==> src/rtl/paint_brush_ctrl.sv <==
// Paint brush controller: stamps a (2r+1)^2 square brush into a 640x480 paint RAM
// and performs full-frame clears, one RAM write per cycle.
module paint_brush_ctrl #(
  parameter int N           = 19,
  parameter int CLEAR_WORDS = 307200
) (
  input  logic         clk,
  input  logic         reset,
  input  logic         pen_valid,
  output logic         pen_ready,
  input  logic [9:0]   pen_x,
  input  logic [8:0]   pen_y,
  input  logic [2:0]   pen_color,
  input  logic [1:0]   brush_r,
  input  logic         clear_req,
  output logic [N-1:0] wr_addr,
  output logic         wren,
  output logic [2:0]   wr_data,
  output logic         busy,
  output logic         clear_done
);

  typedef enum logic [1:0] {IDLE, STAMP, CLEAR} state_t;

  localparam logic [18:0] CLEAR_LAST = 19'(CLEAR_WORDS - 1);

  state_t state, state_next;
  logic   clear_pend;
  logic   accept, enter_clear, stamp_last, oob;

  logic [9:0]  lat_x;
  logic [8:0]  lat_y;
  logic [2:0]  lat_color;
  logic [1:0]  lat_r;
  logic [18:0] clr_cnt;

  // dx/dy hold the offset of the pixel currently on the write outputs
  logic signed [2:0]  dx, dy, ndx, ndy, r_s;
  logic [9:0]         bx;
  logic [8:0]         by;
  logic signed [10:0] sx;
  logic signed [9:0]  sy;
  logic [N-1:0]       pix_addr;

  assign pen_ready   = !reset && (state == IDLE) && !clear_pend && !clear_req;
  assign busy        = !reset && ((state != IDLE) || clear_pend);
  assign accept      = pen_valid && pen_ready;
  assign r_s         = $signed({1'b0, lat_r});
  assign stamp_last  = (dx == r_s) && (dy == r_s);
  assign enter_clear = (state_next == CLEAR) && (state != CLEAR);

  always_ff @(posedge clk) begin
    if (reset) state <= IDLE;
    else       state <= state_next;
  end

  always_comb begin
    state_next = state;
    case (state)
      IDLE:    if (clear_req || clear_pend) state_next = CLEAR;
               else if (accept)            state_next = STAMP;
      STAMP:   if (stamp_last) state_next = (clear_pend || clear_req) ? CLEAR : IDLE;
      CLEAR:   if (clr_cnt == CLEAR_LAST) state_next = IDLE;
      default: state_next = IDLE;
    endcase
  end

  // In IDLE the next pixel is the first one of a stamp taken straight from the pen inputs
  always_comb begin
    bx  = lat_x;
    by  = lat_y;
    ndx = dx;
    ndy = dy;
    if (state == IDLE) begin
      bx  = pen_x;
      by  = pen_y;
      ndx = -$signed({1'b0, brush_r});
      ndy = -$signed({1'b0, brush_r});
    end else if (dx == r_s) begin
      ndx = -r_s;
      ndy = dy + 3'sd1;
    end else begin
      ndx = dx + 3'sd1;
    end
    sx       = $signed({1'b0, bx}) + 11'(ndx);
    sy       = $signed({1'b0, by}) + 10'(ndy);
    oob      = (sx < 11'sd0) || (sx > 11'sd639) || (sy < 10'sd0) || (sy > 10'sd479);
    pix_addr = (N'(sy[8:0]) << 9) + (N'(sy[8:0]) << 7) + N'(sx[9:0]);
  end

  always_ff @(posedge clk) begin
    if (reset) begin
      clear_pend <= 1'b0;
      wren       <= 1'b0;
      wr_addr    <= '0;
      wr_data    <= '0;
      clear_done <= 1'b0;
      clr_cnt    <= '0;
      lat_x      <= '0;
      lat_y      <= '0;
      lat_color  <= '0;
      lat_r      <= '0;
      dx         <= '0;
      dy         <= '0;
    end else begin
      wren       <= 1'b0;
      clear_done <= 1'b0;
      if (enter_clear)                         clear_pend <= 1'b0;
      else if (clear_req && (state != CLEAR)) clear_pend <= 1'b1;

      if (enter_clear) begin
        clr_cnt <= '0;
        wr_addr <= '0;
        wr_data <= '0;
        wren    <= 1'b1;
      end else if (state == CLEAR) begin
        if (clr_cnt == CLEAR_LAST) begin
          clear_done <= 1'b1;
        end else begin
          clr_cnt <= clr_cnt + 19'd1;
          wr_addr <= N'(clr_cnt + 19'd1);
          wren    <= 1'b1;
        end
      end else if (accept || ((state == STAMP) && !stamp_last)) begin
        if (accept) begin
          lat_x     <= pen_x;
          lat_y     <= pen_y;
          lat_color <= pen_color;
          lat_r     <= brush_r;
        end
        dx <= ndx;
        dy <= ndy;
        // Off-frame pixels still take their cycle but leave the RAM untouched
        if (!oob) begin
          wren    <= 1'b1;
          wr_addr <= pix_addr;
          wr_data <= accept ? pen_color : lat_color;
        end
      end
    end
  end

endmodule

==> config.mk <==
export PLATFORM = sky130hd
export DESIGN_NAME = paint_brush_ctrl
export DESIGN_NICKNAME = d
export VERILOG_FILES = /design/src/rtl/paint_brush_ctrl.sv
export SDC_FILE = /design/constraint.sdc
export NUM_CORES = 1
export LEC_CHECK = 0
export ABC_AREA = 1
export CAP_MARGIN = 20
export CORE_MARGIN = 5
export CORE_UTILIZATION = 50
export CTS_CLUSTER_SIZE = 30
export DETAILED_ROUTE_END_ITERATION = 6
export PLACE_DENSITY_LB_ADDON = 0.25
export SYNTH_ARGS = -nofsm -noshare
export SYNTH_HDL_FRONTEND = slang
export SYNTH_SLANG_ARGS = --single-unit
==> constraint.sdc <==
create_clock -name clk -period 7.3 [get_ports clk]
set_input_delay 2.19 -clock clk [delete_from_list [all_inputs] [get_ports clk]]
set_output_delay 2.19 -clock clk [all_outputs]
set_load 0.02 [all_outputs]
Word-level counts from Yosys, hierarchy flattened. Cells that the tools add are included.

Output and inout bits: 26. Register bits after elaboration: 76. Bits of input ports: 28. Logic and storage cells: 91.

Equality and inequality tests: 9. Magnitude comparators: 4. Add/sub/neg operators: 9. Reductions and logical operators: 29. Bitwise gates (word level): 4. Muxes and demuxes: 23.

Operators by type and width (count): 2-to-1 mux 19 bit (4); adder 18 x 16 -> 19 bit (1); adder 19 x 1 -> 19 bit, second input constant (1); adder 19 x 10 -> 19 bit (1); equality test 19 bit, second input constant (1); 2-to-1 mux 3 bit (5); adder 11 x 3 -> 11 bit (1); greater-than comparator 11 bit, second input constant (1); less-than comparator 11 x 1 -> 1 bit, second input constant (1); adder 10 x 3 -> 10 bit (1); greater-than comparator 10 bit, second input constant (1); less-than comparator 10 x 1 -> 1 bit, second input constant (1); 2-to-1 mux 10 bit (1); 2-to-1 mux 2 bit (5); logical AND 1 bit (9); 2-to-1 mux 9 bit (1); AND reduction 3 bit (3); adder 3 x 2 -> 3 bit, second input constant (2); equality test 3 bit (2); logical OR 1 bit (6); 2-to-1 mux 1 bit (6); negation 2 -> 3 bit (2); case mux 2 bit (3 select lines) (1); equality test 2 bit, second input constant (2); 11 further kinds (19).

Logic depth before layout (Yosys ltp). Gate-level depths: netlist of run 1.

Depth in word-level cells: 12. Depth in mapped cells: 37. Mapped depth without buffers: 37.

Least setup slack after synthesis of run 1. OpenSTA, ideal clock, no wires.

Kind: input port to flip-flop. Start: in brush_r[0]. End: reg wr_addr[18]. Slack: 1442 ps. Required time: 7185 ps. Buffers on the path: 0. Data arrival time: 5743 ps. Library setup time: 115 ps. Stages: 33. Cells stage by stage: inv_1 ha_1 inv_1 nor2_1 inv_2 nand2_4 inv_1 ha_1 nand2_1 nand2_1 nand2_1 nand2_1 a21oi_1 nand4_1 nand2_2 xnor2_1 inv_1 ha_1 fa_1 a21oi_1 o21ai_0 nand2_1 nand2_1 a21oi_1 nor2_1 nor2_1 o21bai_1 nand2_1 nand2_1 nand2_1 a21oi_1 a21oi_1 nor2_1.

Longest elaborated chain between the ends: 9. Elaborated cells on any way between the ends: 19. Classes of those cells: 5 x add/sub; 4 x order compare; 1 x eq/ne; 5 x mux; 4 x reduce/logical.

RTL lines: from (decl) (RTL line 14) `input logic [1:0] brush_r,`; negation 2 -> 3 bit * (RTL line 77, 78); branches (longest 8 deep; another with adder 18 x 16 -> 19 bit); to (signal assigned) (RTL line 121) `wr_addr <= N'(clr_cnt + 19'd1);`; to (signal assigned) (RTL line 136) `wr_addr <= pix_addr;`; to (decl) (RTL line 16) `output logic [N-1:0] wr_addr,`.

Every way passes the cells marked *. The select of a mux whose other input is x is not followed. A chain may end at the register's enable or synchronous reset.

Final worst setup path of run 1.
Start: in brush_r[0]. End: reg wr_addr[16].

Same word-level chain as after synthesis.

==> results of run 1 <==
[state kept, by name (all words and copies together), names as in the netlist]
name        cells
clr_cnt        19
wr_addr        19
lat_x          10
lat_y           9
dx              3
dy              3
lat_color       3
wr_data         3
lat_r           2
state           2
clear_done      1
clear_pend      1
wren            1
[power groups by stage]
stage,logic [W],clock network [W],registers (W)
after floorplan,0.000828,0,0.000488
after global placement,0.00110,0,0.000472
after detailed placement,0.00111,0,0.000473
after CTS,0.00112,0.000417,0.000464
after global routing,0.00129,0.000434,0.000468
final,0.00113,0.000412,0.000464
[cell type report]
type	count	share of cell area, %
Tap cell	136	2.79
Clock buffer	9	2.03
Timing Repair Buffer	57	9.20
Sequential cell	76	25.0
Multi-Input combinational cell	596	54.2
Clock inverter	7	2.03
Inverter	78	4.80
[logic make-up after synthesis]
kind of cell,after synthesis,share of synthesized area (%)
AOI/OAI and AO/OA,139,14.6
DFF,76,29.1
buffers and inverters,102,7.73
and+or+nand+nor,378,31.7
muxes,5,0.957
adders and majority gates,43,10.7
xor gates and xnor gates,31,5.19
[how the worst max path moves through the flow]
stage,from,endpoint,slack (ps),depth (start not counted)
finish,brush_r[0],wr_addr[16]$_SDFFE_PP0P_,850,33
global route,brush_r[0],wr_addr[16]$_SDFFE_PP0P_,330,33
CTS,brush_r[0],wr_addr[16]$_SDFFE_PP0P_,890,33
detailed placement,brush_r[0],wr_addr[16]$_SDFFE_PP0P_,570,33
global placement,brush_r[0],wr_addr[16]$_SDFFE_PP0P_,600,34
floorplan,brush_r[0],wr_addr[18]$_SDFFE_PP0P_,1440,33
[stage by stage]
stage	instances	setup WS (ps)	hold slack [ps]	utilization, %	cell area [um^2]
floorplan	774	1440	425	-	5230
global placement	943	598	437	56.9	5850
detailed placement	943	571	444	56.9	5850
CTS	959	893	457	59.3	6100
global route	959	331	483	59.3	6100
finish	959	851	453	59.3	6100
[metal layers]
layer  up-vias  part of all wire [%]
met5         -                     0
met1      2293                    46
met3        23                   4.3
li1       2604                     -
met2       142                    48
met4         0                   1.6
[critical path: cells and delay by family]
kind                       cells  cell delay (ps)
adders and majority gates      5             1470
buffers and inverters          6              990
AOI/OAI and AO/OA              6              880
and+or+nand+nor               16             1220
[cells in the final DEF (no fill, tap or decap), types with 9 or more instances in the layout]
| cell | count |
|---|---|
| nand3_1 | 26 |
| xor2_1 | 21 |
| xnor2_1 | 10 |
| inv_1 | 68 |
| dfxtp_1 | 76 |
| clkdlybuf4s50_1 | 53 |
| o21ai_0 | 50 |
| nand4_1 | 9 |
| nor2_1 | 117 |
| a21oi_1 | 58 |
| ha_1 | 40 |
| nand2_1 | 182 |
| nand2_2 | 9 |
| nand3b_1 | 9 |
| clkbuf_8 | 9 |
==> results.tsv, run 1 <==
metric	value	unit
Ports	54	
RSZ-0062 raised after global routing	false	
Vias/cell	5.28	
prevailing post-synth register cell	dfxtp_1	
part of the power in combinational logic	56.4	%
worst r2r src	state[0]$_SDFF_PP0_	
Clock Latency Late Sink	370	ps
post-DP HPWL	10100	um
Initial Utilization	50.9	%
minimum clock period	6450	ps
switching power share of the total	44.7	%
final setup fails	0	
syn nets	845	
drt wl/cell	14.0	um
Setup crit end kind	flip-flop	
# DRC	0	
CP max FO	7	
actual slew at the worst max-slew pin	763	ps
Register Area	0.00152	mm^2
Hold Startpoint	lat_x[2]$_SDFFE_PP0P_	
crit-path max cell delay	470	ps
Root Buffer	clkbuf_8	
sequential area share after synthesis	29.1	%
async set-or-reset flop fraction in the synthesized netlist	0	%
Hold EP	lat_x[2]$_SDFFE_PP0P_	
clock share of power	20.5	%
CTS tree	yes	
hold_buf cts	0	
Routed Antenna Nets	0	
r2r endpoint	wr_addr[16]$_SDFFE_PP0P_	
first-pass GRT wire length	22300	um
EDFF count, synth	0	
skew final	11.0	ps
GRT Overall Usage	21.2	%
Yosys top cell area share	29.1	%
status	finished, final reports clean	
Synth top cells by count	182 x nand2_1, 117 x nor2_1, 76 x dfxtp_1, 68 x inv_1, 58 x a21oi_1	
synthesis-to-finish area growth	16.6	%
row count	37	
die width	112	um
most common cell in the netlist	nand2_1	
Startpoint Class	input pin	
P_int	0.00111	W
Slew headroom	49.1	%
post-cts gate resize count	0	
Netlist cell types	47	
critical path required time	7600	ps
FILL cells	984	
Final Hold Fails	0	
Flop pwr share	23.1	%
fin crit share	88.3	%
top cells by area, synth	dfxtp_1 29%, nand2_1 13%, ha_1 9.6%	
Final Wtd Congestion	0.914	
CTS Sinks	76	
Syn. warnings	0	
Diodes inserted	0	
buffer levels on the longest clock path	2	
max capacitance violation total	0	
First DRT Iteration DRCs	381	
Worst Hold Path Cells	2	
area occupied by multi-input gates	0.00330	mm^2
Pwr Total	0.00201	W
slowest CP cell	clkdlybuf4s50_1	
PortBufs	53	
cell count after synthesis	774	
TNS Setup	0	ps
Most Frequent Cell on Critical Path	nand2_1	
P_leak	2.73	nW
TritonCTS Buffers	9	
pin count of the biggest net entering global routing	33	
vias in the first global route	4778	
met2 usage in global routing	35.8	%
PD cells	329	mW/mm^2
fmax	0.155	GHz
Net Sw Power	0.000898	W
Vias	5062	
share of layout cells above drive strength 1	6.68	%
Worst Hold Class	flip-flop to flip-flop	
critical path data arrival time	6750	ps
r2r setup slk	2080	ps
Synth Cell Area	0.00523	mm^2
met1 usage	28.5	%
post-CTS setup buffers	0	
Die Area	0.0126	mm^2
Worst Reg2Reg Path Length in Cells	31	
area of the core	0.0103	mm^2
initial antenna violation count	0	
Detailed Routing Iterations Pass 1	6	
GR met3 Demand/Resource	2.86	%
htree depth	3	
Final Max Slew Viols	0	
leading area contributor after synthesis	dfxtp_1	
Peak VDD IR	0.163	mV
Total Routed Length	13400	um
Crit Path Class	input pin to flip-flop	
Top Usage Layer GRT	met2	
syn avg cell area	6.76	um^2
global route overflow	0	
flops & latches, synth	76	
Worst-path clk slew	90	ps
final net count	889	
chip height	112	um
Power figures use the tool's default switching activity.
==> run 2, diff against run 1 <==
Settings changed: ABC_AREA 1 to 0.
==> results.tsv, run 2 <==
metric	value	unit	change
top cells by area, synth	dfxtp_1 28%, nand2_1 11%, ha_1 9.3%		was dfxtp_1 29%, nand2_1 13%, ha_1 9.6%
Setup crit end kind	flip-flop		unchanged
prevailing post-synth register cell	dfxtp_1		unchanged
skew final	20.9	ps	was 11.0 ps
Flop pwr share	25.0	%	was 23.1%
CP max FO	5		was 7
Hold Startpoint	lat_x[9]$_SDFFE_PP0P_		was lat_x[2]$_SDFFE_PP0P_
fmax	0.144	GHz	was 0.155 GHz
Die Area	0.0129	mm^2	was 0.0126 mm^2
Total Routed Length	12900	um	was 13400 um
Synth Area in Compound Gates	18.8	%	was 14.6%
Routed Antenna Nets	0		unchanged
actual slew at the worst max-slew pin	1070	ps	was 763 ps
CTS tree	yes		unchanged
Worst-path clk slew	100	ps	was 90 ps
Yosys top cell area share	28.4	%	was 29.1%
Ports	54		unchanged
post-CTS setup buffers	0		unchanged
crit-path max cell delay	490	ps	was 470 ps
First DRT Iteration DRCs	266		was 381
PD cells	288	mW/mm^2	was 329 mW/mm^2
# DRC	0		unchanged
fin util	60.4	%	was 59.3%
TritonCTS Buffers	9		unchanged
Detailed Routing Iterations Pass 1	4		was 6
pin count of the biggest net entering global routing	38		was 33
buffer levels on the longest clock path	2		unchanged
row count	37		unchanged
Worst Hold Class	flip-flop to flip-flop		unchanged
sequential area share after synthesis	28.4	%	was 29.1%
PortBufs	53		unchanged
Worst Hold Path Cells	2		unchanged
first-pass GRT wire length	21900	um	was 22300 um
critical path required time	7560	ps	was 7600 ps
commonest non-fill, non-tap cells in the layout	156 x nand2_1, 76 x dfxtp_1, 54 x a21oi_1		was 182 x nand2_1, 117 x nor2_1, 76 x dfxtp_1
syn nets	762		was 845
Register Area	0.00152	mm^2	unchanged
max layer used	met4		unchanged
Vias	4913		was 5062
Syn. warnings	0		unchanged
slowest CP cell	clkdlybuf4s50_1		unchanged
chip height	114	um	was 112 um
status	finished, final reports clean		unchanged
share of layout cells above drive strength 1	7.14	%	was 6.68%
syn avg cell area	7.76	um^2	was 6.76 um^2
Largest regs	clr_cnt (19), wr_addr (19), lat_x (10)		unchanged
met3 routed WL	425	um	was 577 um
global route overflow	0		unchanged
critical path data arrival time	7200	ps	was 6750 ps
CTS Sinks	76		unchanged
Peak VDD IR	0.175	mV	was 0.163 mV
RSZ-0062 raised after global routing	false		unchanged
clock share of power	21.0	%	was 20.5%
top cell family by delay on the critical path	compound AO/OA/AOI/OAI gates		was adder cells
Root Buffer	clkbuf_8		unchanged
most common cell after layout, fill and taps aside	nand2_1		unchanged
TNS Setup	0	ps	unchanged
Initial Utilization	51.5	%	was 50.9%
flops & latches, synth	76		unchanged
minimum clock period	6940	ps	was 6450 ps
Diodes inserted	0		unchanged
Clock Latency Late Sink	370	ps	about the same
switching power share of the total	40.8	%	was 44.7%
part of the power in combinational logic	54.0	%	was 56.4%
Net Sw Power	0.000739	W	was 0.000898 W
main combinational cell family by area after synthesis	simple AND/OR/NAND/NOR gates		unchanged
Final Hold Fails	0		unchanged
Synth Area in Adders	10.6	%	was 10.7%
initial antenna violation count	0		unchanged
Startpoint Class	input pin		unchanged
GRT Overall Usage	20.5	%	was 21.2%
P_leak	2.66	nW	was 2.73 nW
area of the core	0.0104	mm^2	was 0.0103 mm^2
Final Max Slew Viols	0		unchanged
fin crit share	95.1	%	was 88.3%
htree depth	3		unchanged
area occupied by multi-input gates	0.00365	mm^2	was 0.00330 mm^2
cell count after synthesis	691		was 774
most common cell in the netlist	nand2_1		unchanged
max capacitance violation total	0		unchanged
Critical Path Stages	26		was 33
async set-or-reset flop fraction in the synthesized netlist	0	%	unchanged
worst r2r src	state[1]$_SDFF_PP0_		was state[0]$_SDFF_PP0_
die width	114	um	was 112 um
Critical Path Source	brush_r[0]		unchanged
Hold Worst Slack	458	ps	was 453 ps
Slew headroom	28.4	%	was 49.1%
Netlist cell types	66		was 47
final setup fails	0		unchanged
Bufs and invs on worst path	3		was 6
M1 WL	5860	um	was 6210 um
P_int	0.00107	W	was 0.00111 W
drt wl/cell	14.7	um	was 14.0 um
post-synthesis xor/xnor area fraction	8.49	%	was 5.19%
met2 WL	6400	um	was 6420 um
Synth Cell Area	0.00537	mm^2	was 0.00523 mm^2
final net count	808		was 889
leading area contributor after synthesis	dfxtp_1		unchanged
Crit Path Class	input pin to flip-flop		unchanged
post-DP HPWL	9720	um	was 10100 um
Final Wtd Congestion	0.906		was 0.914
Vias/cell	5.60		was 5.28
Worst Reg2Reg Path Length in Cells	23		was 31
Post-Synth Simple-Gate Area	23.5	%	was 31.7%
FILL cells	951		was 984
mux contribution to synthesized area	6.16	%	was 0.957%
synthesis-to-finish area growth	17.2	%	was 16.6%
vias in the first global route	4756		was 4778
Synth top cells by count	156 x nand2_1, 76 x dfxtp_1, 56 x a21oi_1, 54 x nor2_1, 40 x ha_1		was 182 x nand2_1, 117 x nor2_1, 76 x dfxtp_1, 68 x inv_1, 58 x a21oi_1
EDFF count, synth	0		unchanged
-- run 2: repair_timing --
| action | 4_1_cts | 5_1_grt |
|---|---|---|
| resized for setup | 0 | 5 |
| hold buffers | 0 | 0 |
| endpoints found under the setup margin | 0 | 4 |
-- run 2: worst paths after layout --
check,end,slack (ps)
setup / recovery,wr_addr[18]$_SDFFE_PP0P_,360
hold / removal,lat_x[9]$_SDFFE_PP0P_,460
setup reg to reg,wr_addr[18]$_SDFFE_PP0P_,1580
hold reg to reg,lat_x[9]$_SDFFE_PP0P_,460
-- run 2: power groups by stage --
| stage | sequential, W | combinational, W | clock, W |
|---|---|---|---|
| after floorplan | 0.000480 | 0.000703 | 0 |
| after CTS | 0.000453 | 0.000961 | 0.000387 |
| after detailed placement | 0.000463 | 0.000953 | 0 |
| final | 0.000453 | 0.000980 | 0.000380 |
| after global routing | 0.000457 | 0.00110 | 0.000405 |
| after global placement | 0.000462 | 0.000933 | 0 |
-- run 2: final cells by class --
type                            count  share of cell area [%]
Sequential cell                    76                    24.2
Tap cell                          136                    2.71
Timing Repair Buffer               69                    10.4
Clock inverter                      6                    1.49
Multi-Input combinational cell    564                    58.0
Inverter                           17                    1.01
Clock buffer                       10                    2.19
-- run 2: per-stage QoR --
| step | total power, W | cells | setup slack [ps] | instance area [um^2] |
|---|---|---|---|---|
| finish | 0.00181 | 878 | 359 | 6290 |
| global route | 0.00196 | 878 | 37.4 | 6290 |
| CTS | 0.00180 | 878 | 271 | 6270 |
| detailed placement | 0.00142 | 862 | -94.3 | 6040 |
| global placement | 0.00139 | 862 | 63.7 | 6040 |
| floorplan | 0.00118 | 691 | 675 | 5370 |
-- run 2: kinds of logic (layout without fill, tap and decap cells) --
kind of cell / Yosys count / after routing
mux: 33 / 33
fa+ha+maj: 44 / 44
flops: 76 / 76
simple gates: 284 / 284
xor+xnor: 52 / 52
compound gates: 151 / 151
buf+inv: 51 / 102
-- run 2: tightest hold or removal path, cell delays in order, from the launching register on --
cell and delay (ps):
dfxtp_1 320, nand2_1 50, a21oi_1 50
-- run 2: metal layers --
layer / vias to the layer above / GRT usage [%]
met5: - / 0
met4: 0 / 7.13
met3: 20 / 2.60
met2: 94 / 36.9
met1: 2305 / 25.0
li1: 2494 / -
